==> src/rtl/add12u_err_monitor.sv <==
// Error-metric accumulator for add12u approximate adders: consumes (A, B, O) triples
// and tracks sample count, error count, sum of absolute error and worst-case error.
module add12u_err_monitor #(
    parameter int unsigned WIDTH = 12,
    parameter int unsigned CNT_W = 24
) (
    input  logic                 clk,
    input  logic                 rst,
    input  logic                 start,
    input  logic                 in_valid,
    output logic                 in_ready,
    input  logic                 in_last,
    input  logic [WIDTH-1:0]     in_a,
    input  logic [WIDTH-1:0]     in_b,
    input  logic [WIDTH:0]       in_o,
    output logic                 busy,
    output logic                 done,
    output logic [CNT_W-1:0]     sample_cnt,
    output logic [CNT_W-1:0]     err_cnt,
    output logic [CNT_W-1:0]     sae,
    output logic [WIDTH:0]       wce,
    output logic                 sat
);

    localparam int unsigned OW    = WIDTH + 1;
    localparam int unsigned DW    = WIDTH + 2;
    // Wide enough that neither accumulator operand can wrap before the saturation check.
    localparam int unsigned SUM_W = ((CNT_W > OW) ? CNT_W : OW) + 1;
    localparam logic [CNT_W-1:0] CNT_MAX = '1;

    typedef enum logic [1:0] {
        S_IDLE,
        S_RUN,
        S_DRAIN,
        S_DONE
    } state_t;

    state_t state, state_nxt;
    logic   clear_c;
    logic   accept_c;

    logic          s1_valid;
    logic [OW-1:0] s1_err;

    logic [OW-1:0]        exact_c;
    logic signed [DW-1:0] diff_c;
    logic [OW-1:0]        err_c;

    logic [SUM_W-1:0] smp_sum_c;
    logic [SUM_W-1:0] err_sum_c;
    logic [SUM_W-1:0] sae_sum_c;
    logic             smp_ovf_c;
    logic             err_ovf_c;
    logic             sae_ovf_c;

    assign in_ready = (state == S_RUN);
    assign accept_c = in_valid & in_ready;

    // Next-state logic; DRAIN waits until the final sample has left stage 1.
    always_comb begin
        state_nxt = state;
        clear_c   = 1'b0;
        case (state)
            S_IDLE, S_DONE: begin
                if (start) begin
                    state_nxt = S_RUN;
                    clear_c   = 1'b1;
                end
            end
            S_RUN: begin
                if (accept_c && in_last) begin
                    state_nxt = S_DRAIN;
                end
            end
            S_DRAIN: begin
                if (!s1_valid) begin
                    state_nxt = S_DONE;
                end
            end
            default: state_nxt = S_IDLE;
        endcase
    end

    // Stage 1: exact sum and absolute error, signed on DW bits so nothing wraps.
    always_comb begin
        exact_c = OW'(in_a) + OW'(in_b);
        diff_c  = $signed({1'b0, exact_c}) - $signed({1'b0, in_o});
        if (diff_c[DW-1]) begin
            err_c = OW'(-diff_c);
        end else begin
            err_c = OW'(diff_c);
        end
    end

    // Stage 2 arithmetic with overflow detection for the saturating accumulators.
    always_comb begin
        smp_sum_c = SUM_W'(sample_cnt) + SUM_W'(1);
        err_sum_c = SUM_W'(err_cnt) + SUM_W'(s1_err != '0);
        sae_sum_c = SUM_W'(sae) + SUM_W'(s1_err);
        smp_ovf_c = (smp_sum_c > SUM_W'(CNT_MAX));
        err_ovf_c = (err_sum_c > SUM_W'(CNT_MAX));
        sae_ovf_c = (sae_sum_c > SUM_W'(CNT_MAX));
    end

    always_ff @(posedge clk or posedge rst) begin
        if (rst) begin
            state    <= S_IDLE;
            busy     <= 1'b0;
            done     <= 1'b0;
            s1_valid <= 1'b0;
            s1_err   <= '0;
        end else begin
            state    <= state_nxt;
            busy     <= (state_nxt == S_RUN) || (state_nxt == S_DRAIN);
            done     <= (state_nxt == S_DONE);
            s1_valid <= accept_c;
            if (accept_c) begin
                s1_err <= err_c;
            end
        end
    end

    // Metric accumulators: cleared by start, updated once per stage-1 sample.
    always_ff @(posedge clk or posedge rst) begin
        if (rst) begin
            sample_cnt <= '0;
            err_cnt    <= '0;
            sae        <= '0;
            wce        <= '0;
            sat        <= 1'b0;
        end else if (clear_c) begin
            sample_cnt <= '0;
            err_cnt    <= '0;
            sae        <= '0;
            wce        <= '0;
            sat        <= 1'b0;
        end else if (s1_valid) begin
            sample_cnt <= smp_ovf_c ? CNT_MAX : CNT_W'(smp_sum_c);
            err_cnt    <= err_ovf_c ? CNT_MAX : CNT_W'(err_sum_c);
            sae        <= sae_ovf_c ? CNT_MAX : CNT_W'(sae_sum_c);
            if (s1_err > wce) begin
                wce <= s1_err;
            end
            if (smp_ovf_c || err_ovf_c || sae_ovf_c) begin
                sat <= 1'b1;
            end
        end
    end

endmodule

==> config.mk <==
export PLATFORM = sky130hd
export DESIGN_NAME = add12u_err_monitor
export DESIGN_NICKNAME = d
export VERILOG_FILES = /design/src/rtl/add12u_err_monitor.sv
export SDC_FILE = /design/constraint.sdc
export NUM_CORES = 1
export LEC_CHECK = 0
export CAP_MARGIN = 20
export CORE_MARGIN = 8
export CORE_UTILIZATION = 54
export DETAILED_ROUTE_END_ITERATION = 6
export GPL_TIMING_DRIVEN = 0
export PLACE_DENSITY = 0.88
export SLEW_MARGIN = 0
export SYNTH_ARGS = -nofsm -noshare
export SYNTH_HDL_FRONTEND = slang
export SYNTH_SLANG_ARGS = --single-unit
==> constraint.sdc <==
create_clock -name clk -period 5.06 [get_ports clk]
set_clock_uncertainty 0.2 [all_clocks]
set_input_delay 1.265 -clock clk [delete_from_list [all_inputs] [get_ports clk]]
set_output_delay 1.265 -clock clk [all_outputs]
set_load 0.02 [all_outputs]
==> results of run 1 <==
worst register-to-register path, cell delays in order, from the launching register on:
cell and delay [ns]:
dfrtp_1 0.45, or4_1 0.55, nor4_1 0.28, nand4_1 0.24, ha_1 0.27, ha_1 0.20
nand3_1 0.12, nor3_1 0.12, nand3_1 0.31, clkbuf_1 0.49, nand2_1 0.11, a21oi_1 0.16
nor3_1 0.06
routing by layer:
| metal | global-route usage (%) | wire (µm) |
|---|---|---|
| met5 | 0 | 0 |
| met4 | 10.3 | 686 |
| met3 | 5.42 | 1960 |
| met2 | 40.0 | 10500 |
| met1 | 28.6 | 8470 |
layout by cell type, fill, tap and decap left out, types with 20 or more instances in the layout:
cell	count
nor3_1	37
a31oi_1	37
nand2_1	56
dfrtp_1	104
a21oi_1	49
and3_1	20
inv_1	90
xnor2_1	21
clkdlybuf4s50_1	130
ha_1	49
clkbuf_1	24
nor2_1	66
nand3_1	43
o21ai_0	68
state kept, by name, summed over array words and instances, names as in the netlist:
name,flops
err_cnt,24
sae,24
sample_cnt,24
s1_err,13
wce,13
state,2
busy,1
done,1
s1_valid,1
sat,1
synth_stat cells (4+ instances only):
cell / n / area (µm²)
mux2i_1: 16 / 160
o211a_1: 5 / 50.1
nand2_1: 56 / 210
xor2_1: 10 / 87.6
a21oi_1: 49 / 245
o21bai_1: 4 / 30.0
o211ai_1: 7 / 52.6
and2_1: 6 / 37.5
nor2_1: 66 / 248
buf_2: 7 / 35.0
and4_1: 8 / 70.1
a211oi_1: 12 / 90.1
ha_1: 49 / 613
xnor2_1: 21 / 184
nand3_1: 43 / 215
a31oi_1: 37 / 231
and3_1: 20 / 125
a21o_1: 13 / 97.6
nand2b_1: 5 / 31.3
clkbuf_1: 23 / 86.3
nor3_1: 37 / 185
nor2b_1: 5 / 31.3
o21ai_0: 68 / 340
nor4_1: 8 / 50.1
dfrtp_1: 104 / 2600
inv_1: 91 / 342
fa_1: 13 / 260
o21a_1: 4 / 30.0
a311oi_1: 8 / 70.1
nand4_1: 14 / 87.6
power by group:
group          internal (mW)  total (mW)  switching [mW]
Sequential             0.996        1.20           0.208
Clock                  0.452       0.775           0.323
Combinational          0.910        2.18            1.27
kinds of logic (layout without fill, tap and decap cells):
| logic type | after synthesis | in the layout |
|---|---|---|
| buffers and inverters | 127 | 274 |
| AOI/OAI and AO/OA | 243 | 243 |
| muxes | 18 | 18 |
| DFF | 104 | 104 |
| xor gates and xnor gates | 31 | 31 |
| adders and majority gates | 62 | 62 |
| and+or+nand+nor | 293 | 293 |
path summary, 6_finish.rpt:
path | startpoint | to | slack, ns | depth (start not counted)
max | in_a[4] | s1_err[2]$_DFFE_PP0P_ | 0.30 | 15
min | err_cnt[14]$_DFFE_PP0P_ | err_cnt[14]$_DFFE_PP0P_ | 0.35 | 1
max reg2reg | s1_err[6]$_DFFE_PP0P_ | err_cnt[17]$_DFFE_PP0P_ | 1.36 | 12
min reg2reg | err_cnt[14]$_DFFE_PP0P_ | err_cnt[14]$_DFFE_PP0P_ | 0.35 | 1
max in group asynchronous | rst | sae[4]$_DFFE_PP0P_ | 2.85 | 3
min in group asynchronous | rst | err_cnt[10]$_DFFE_PP0P_ | 1.12 | 2
per-stage QoR:
stage | hold WS (ns) | power, mW | setup WS, ns
after floorplan | 0.312 | 2.64 | 0.759
after global placement | 0.328 | 3.26 | -0.585
after detailed placement | 0.327 | 3.34 | -0.0982
after CTS | 0.337 | 4.14 | 0.269
after global routing | 0.388 | 4.44 | 0.0143
final | 0.347 | 4.16 | 0.299
cell type report:
cell class	instances	area, µm²	share of cell area (%)
sequential	104	2600	27.6
tap	180	225	2.39
clock buffer	11	243	2.57
timing repair buffer	131	1330	14.1
multi-input combinational	647	4430	47.0
buffer	34	160	1.70
inverter	93	352	3.73
clock inverter	5	86.3	0.916
==> out/qor.csv, run 1 <==
stage,metric,value,unit
status,status,completed,
hold_path,worst min path class,flip-flop to flip-flop,
finish,ant diodes,0,
power,Lkg Pwr,4.19,nW
critical_path,Crit path required time,5.12,ns
cts,hold buffers post-CTS,0,
yosys,Mapped Area,7540,µm²
finish,final instance area,9430,µm²
yosys,Synth Area in Compound Gates,21.0,%
place,Port Buf Inserts,130,
yosys,Unique masters post-synth,77,
route,routed len/inst,17.9,µm
finish,final core occ,68.4,%
timing,Final Setup Violations,0,
route,ANT nets after route,0,
finish,layout net count,1124,
critical_path,Crit path largest cell delay,0.54,ns
timing,Hold Fails Final Rpt,0,
timing,Tmin final,4.76,ns
yosys,Post-synth EDFFs,0,
timing,setup TNS,0,ns
die,core area,13800,µm²
run,Max Cap Violations,0,
critical_path,"delay-heaviest family, CP",compound AO/OA/AOI/OAI gates,
finish,fill cell total of the finished layout,1118,
yosys,post-synthesis average cell area,8.59,µm²
route,Routed WL,21.6,mm
timing,RSZ-0062 raised after global routing,false,
yosys,Post-Syn Instances,878,
power,peak supply drop,0.262,mV
yosys,Syn. warnings,0,
timing,Final Max Tran Viols,0,
cts,TritonCTS Buffers,9,
critical_path,largest fanout on the critical path,10,
global_routing,vias in the first global route,7362,
route,DR iter-0 viols,761,
route,via count,7488,
global_routing,pin count of the biggest net entering global routing,69,
die,Die H,134,µm
global_routing,GRT Total Usage,23.8,%
finish,synthesis-to-layout area growth,25.0,%
place,routability cong.,0.927,
yosys,Seq cells post-synth,104,
yosys,Syn Nets,982,
timing,final worst-path cycle share,94.1,%
route,DRC viols,0,
global_routing,global-route wire length before repair,35.6,mm
yosys,async set-reset flop share out of synthesis,100,%
critical_path,CP cell instances,"clkdlybuf4s50_1, inv_1, fa_1, inv_1, ha_1, buf_2, a21o_1, a31oi_1, a211oi_1, nor3_1, o21ai_0, clkbuf_1, nor2_1, xor2_1, o21ai_0",
die,FP Rows,43,
die,Horiz. Die Dim,134,µm
critical_path,Setup CP Type,primary input to flip-flop,
die,I/O pin count,131,
yosys,register area share after synthesis,34.5,%
critical_path,Critical Path End Type,flip-flop,
finish,share of cells above drive strength 1,5.37,%
timing,Tightest Pin Transition,0.884,ns
cts,CTS resizes,0,
cts,"Clk Latency, worst-skew pair",0.35,ns
critical_path,CP startpoint kind,primary input,
critical_path,Critical path buffers and inverters,5,
route,First-pass DRT Iterations,6,
critical_path,CP max-delay cell,fa_1,
power,pwr dens,442,nW/µm²
timing,Slew HR,40.5,%
yosys,multiplexer area fraction after synthesis,2.42,%
cts,Max clock buf depth,2,
timing,Fmax achieved,210,MHz
yosys,largest family of logic cells by synthesized area,compound AO/OA/AOI/OAI gates,
critical_path,worst path arrival time,4.82,ns
global_routing,initial antenna violation count,0,
cts,number of setup buffers added after CTS,0,
cts,Clock Sinks,104,
place,hpwl dp,16.1,mm
route,vias per inst,6.21,
place,Inst Count DP,1189,
die,Die Footprint,18000,µm²
cts,clock transition at the registers of the reported paths,0.08,ns
yosys,Adder-Cell Fraction of Synth Area,11.6,%
die,Initial Util,54.8,%
cts,CTS tree,done,
yosys,Synth Area in XOR/XNOR,3.60,%
cts,H-tree Lvls,3,
yosys,simple-gate portion of the synthesized area,20.1,%
yosys,main flop type after synthesis,dfrtp_1,
finish,non-filler instance count after layout,1205,
global_routing,"Remaining Overflow, GRT",0,
place,DP Area,9100,µm²
cts,CTS Root Cell,clkbuf_16,
Power figures use the tool's default switching activity.
==> inputs of run 2 (changes only) <==
Settings changed: CAP_MARGIN 20 to 30.
==> results of run 2 <==
Same layout as run 1: the final DEF is identical, and so are final timing and power.
==> RTL edit 1, RTL diff (flow settings as in run 1) <==
Change the parameter `CNT_W` from 24 to 20.
--- a/src/rtl/add12u_err_monitor.sv
+++ b/src/rtl/add12u_err_monitor.sv
@@ -4,3 +4,3 @@
     parameter int unsigned WIDTH = 12,
-    parameter int unsigned CNT_W = 24
+    parameter int unsigned CNT_W = 20
 ) (
Ports: changed (resized err_cnt, sae and sample_cnt); port bits go from 131 to 119. The function was not compared with the original's and may differ.
==> RTL edit 1 against run 1 <==
  * Synthesized area fell by 11%
  * Cell area fell by 11%
  * Total power fell by 9.8%
  * Sequential cell count fell by 12
  * Routed wire length fell by 18%
  * Setup slack got worse by 0.052 ns
  * Count of clock-buffer cells in the layout fell by 1
==> RTL edit 1: results <==
[run_status]
outcome = "finished clean"

[route]
drt_pass1_iterations = 5
drt-total-wl_mm = 17.8
detail_route.iter0.violations = 672
vias = 6442
drtAntennaViolNets = 0
viasPerCell = 5.98

[layout]
diodes = 0
reg.largest.list = "err_cnt (20), sae (20), sample_cnt (20)"
nets = 1008
drive_gt1_share_pct = 3.74
fillers = 921

[global_route]
grt_pass1_wl_mm = 30.0
grt_use_total_pct = 22.3
grt_start_max_net_pins = 71
antenna_found_initial = 0

[power_and_ir_drop]
comb-power_mw = 2.00
vdd_ir_drop_max_uv = 235
power_leakage_nw = 3.76
p_sw_share_pct = 43.9
powerSeq_mw = 1.08

[clocking]
post-cts-setup-buffers = 0
clock_path_buffers = 2
clock_latency_ns = 0.34
cts-root-buf = "clkbuf_16"
ctsResizeCount = 0
htreeDepth = 3
numCtsBuffers = 9
clkTransAtPathRegs_ns = 0.06

[critical_path]
crit_family = "simple AND/OR/NAND/NOR gates"
worstPathMaxFanout = 4
slowest_stage = "or4_1"
rr_startpoint = "s1_err[7]"
timing.rr.end = "err_cnt[11]"
critPathMaxStageDelay_ns = 0.61
criticalPathCategory = "in -> reg"
r2r_cells = 12
crit_start = "in_a[1]"
end_kind = "flip-flop"
r2r_setup_slack_ns = 1.37
endpoint = "s1_err[12]"

[logic_synthesis]
yosysSeqAreaShare_pct = 34.5
async_reset_ff_share_pct = 100
synthFlopType = "dfrtp_1"
syn_avg_cell_area_sq_um = 8.62
synthTopCellsByCount = "dfrtp_1, inv_1, o21ai_0"
synth_cell_types = 60
syn_nets = 878
synth_area_leaders = "dfrtp_1, ha_1, o21ai_0"
yosysWarnings = 0

[place]
hpwl_mm = 13.5
dp_cells = 1062
numPortBuffers = 118
place_congestion = 0.882
placed_area_sq_um = 8100

[sta]
slew_headroom_pct = 47.9

[min_path]
hp-class = "reg -> reg"
-- RTL edit 1: area by class of cell --
type | count | area (sq um) | share of cell area [%]
buffer | 29 | 124 | 1.47
clock buffer | 10 | 229 | 2.72
multi-input combinational | 567 | 3940 | 46.9
sequential | 92 | 2300 | 27.4
tap | 168 | 210 | 2.50
clock inverter | 6 | 63.8 | 0.759
inverter | 87 | 329 | 3.91
timing repair buffer | 119 | 1210 | 14.4
-- RTL edit 1: logic make-up (layout without fill, tap and decap cells) --
logic type               after synthesis  count (layout)  synth area share (%)
adder cells (fa/ha/maj)               61              61                  12.9
XOR/XNOR                              33              33                  4.33
buffers and inverters                116             251                  6.74
AO/OA/AOI/OAI                        225             225                  21.3
AND/OR/NAND/NOR                      229             229                  17.4
flip-flops                            92              92                  34.5
multiplexers                          19              19                  2.87
-- RTL edit 1: worst min path at each step --
stage / cells past startpoint / from / slack [ns] / endpoint
6_report: 1 / err_cnt[18] / 0.32 / err_cnt[18]
5_1_grt: 1 / sat / 0.34 / sat
4_1_cts: 1 / sat / 0.33 / sat
3_5_place_dp: 1 / sat / 0.31 / sat
3_3_place_gp: 1 / err_cnt[18] / 0.29 / err_cnt[18]
2_1_floorplan: 2 / s1_err[12] / 0.31 / s1_err[12]
-- RTL edit 1: layer usage --
metal | GRT usage [%] | routed length, microns
met1 | 25.9 | 7100
met2 | 38.5 | 8610
met3 | 4.87 | 1470
met4 | 10.6 | 612
met5 | 0 | 0
-- RTL edit 1: metrics by stage --
| stage | setup slack (ns) | power (mW) |
|---|---|---|
| floorplan | 0.627 | 2.43 |
| global placement | -0.202 | 3.00 |
| detailed placement | -0.198 | 3.06 |
| CTS | 0.142 | 3.74 |
| global route | 0.00946 | 4.02 |
| finish | 0.247 | 3.76 |
==> RTL edit 2, RTL diff (config.mk and constraints of run 1) <==
Without the edit above. Reset style: synchronous (`rst`), changed in 2 clocked blocks.
--- a/src/rtl/add12u_err_monitor.sv
+++ b/src/rtl/add12u_err_monitor.sv
@@ -104,3 +104,3 @@
 
-    always_ff @(posedge clk or posedge rst) begin
+    always_ff @(posedge clk) begin
         if (rst) begin
@@ -123,3 +123,3 @@
     // Metric accumulators: cleared by start, updated once per stage-1 sample.
-    always_ff @(posedge clk or posedge rst) begin
+    always_ff @(posedge clk) begin
         if (rst) begin
Formal check against the unedited RTL: differs if rst is asserted again (counterexample within 4 cycles, from zero or initial values and one cycle with rst high); with rst held inactive, the same outputs for 4 cycles.
==> RTL edit 2 against run 1 <==
  * Count of clock-buffer cells in the layout is 1 higher
  * Setup slack got worse by 0.081 ns
  * Routed wire length fell by 8.4%
  * Cell area fell by 6.0%
  * Synthesized area shrank 6.9%
  * Worst hold slack worse by 0.056 ns
  * Sequential cell count unchanged
  * Final cell count fell by 0.50%
  * The run now ends with DRC left
  * Largest cell class unchanged
Power is not compared: it rests on default switching activity, and its combinational part moved more than twofold at a synthesized area within 25%.
==> RTL edit 2: results <==
[place]
place_ws_ns = -0.119
hpwl_mm = 15.2
numPortBuffers = 130
place_congestion = 0.915
placed_area_sq_um = 8540

[logic_synthesis]
synthTopCellsByCount = "dfxtp_1, nor2_1, inv_1"
synth_compound_gate_area_share_pct = 21.6
synthMuxAreaShare_pct = 2.57
async_reset_ff_share_pct = 0
synth_area_leaders = "dfxtp_1, ha_1, nor2_1"
syn_nets = 983
yosys.area_share.xor_xnor_pct = 4.12
yosys.area_share.adder_pct = 12.3
yosysWarnings = 0
synth_cell_types = 72
yosysSeqAreaShare_pct = 29.7

[route]
wl_per_cell_microns = 16.5
detail_route.iter0.violations = 784
drt_pass1_iterations = 7
vias = 7115
post-route-drc-count = 2

[critical_path]
arrival_ns = 4.86
slowest_stage = "nor4b_1"
critPathMaxStageDelay_ns = 0.58
worstPathMaxFanout = 4

[clocking]
numCtsBuffers = 9
clock_path_buffers = 2
clkTransAtPathRegs_ns = 0.07
clock_latency_ns = 0.35
cts-root-buf = "clkbuf_16"

[layout]
reg.largest.list = "err_cnt (24), sae (24), sample_cnt (24)"
drive_gt1_share_pct = 5.06
nets = 1125
fillers = 993
diodes = 0

[sta]
slew_headroom_pct = 27.1

[global_route]
grt_pass1_vias = 6712
grt_start_max_net_pins = 17
grt_use_total_pct = 23.3
grt_pass1_wl_mm = 31.9

[run_status]
outcome = "complete, but fails checks"
violations = "DRC"

[min_path]
hp-class = "reg -> reg"
-- RTL edit 2: power by group --
group	internal [mW]	switching [mW]	total, mW	leakage (nW)
clock network	0.424	0.312	0.736	0.155
registers	0.832	0.0215	0.854	0.840
logic	0.229	0.291	0.520	2.34
-- RTL edit 2: worst register-to-register path: stages, from the launching register on --
cell and delay [ns]:
dfxtp_1 0.47, ha_1 0.31, nand3_2 0.20, nor4_4 0.49, and3_1 0.25, buf_4 0.17, a22o_2 0.16, a32oi_2 0.06
a2111oi_4 0.69, nor3_4 0.13, a311oi_1 0.31
-- RTL edit 2: routing by layer --
layer  global-route usage (%)  routed length [microns]  vias up
met5                        0                        0        -
met1                     26.8                     7730     3312
met3                     6.28                     1910       46
met4                     9.29                      615        0
li1                         -                        -     3451
met2                     40.2                     9510      306
-- RTL edit 2: cells by family after synthesis --
logic type | count (synthesis)
AO/OA/AOI/OAI | 240
XOR/XNOR | 33
adder cells (fa/ha/maj) | 61
buffers and inverters | 119
flip-flops | 104
multiplexers | 18
AND/OR/NAND/NOR | 305
-- RTL edit 2: timing repair --
| action | 4_1_cts | 5_1_grt |
|---|---|---|
| setup endpoints to repair | 0 | 9 |
| hold buffers | 0 | 0 |
| hold endpoints to repair | 0 | 0 |
| gates resized for setup | 0 | 1 |
-- RTL edit 2: worst paths after layout --
| kind | start | end | slack (ns) | cells after the start |
|---|---|---|---|---|
| setup / recovery | in_a[1] | s1_err[11] | 0.22 | 12 |
| hold / removal | err_cnt[14] | err_cnt[14] | 0.29 | 1 |
| setup reg to reg | sample_cnt[0] | sample_cnt[15] | 1.54 | 10 |
| hold reg to reg | err_cnt[14] | err_cnt[14] | 0.29 | 1 |
-- RTL edit 2: final cells by class --
| cell class | instances | area (sq um) | share of cell area [%] |
|---|---|---|---|
| inverters | 81 | 304 | 3.43 |
| flip-flops and latches | 104 | 2080 | 23.5 |
| multi-input cells | 657 | 4420 | 49.9 |
| repair buffers | 131 | 1310 | 14.7 |
| clock buffers | 12 | 267 | 3.01 |
| plain buffers | 38 | 215 | 2.43 |
| well taps | 172 | 215 | 2.43 |
| clock inverters | 4 | 51.3 | 0.579 |
-- RTL edit 2: per-stage QoR --
step / TNS (ns) / hold WS, ns / instances
global route: 0 / 0.330 / 1199
finish: 0 / 0.291 / 1199
global placement: -0.462 / 0.282 / 1182
detailed placement: -0.765 / 0.273 / 1182
floorplan: 0 / 0.278 / 880
CTS: 0 / 0.294 / 1198
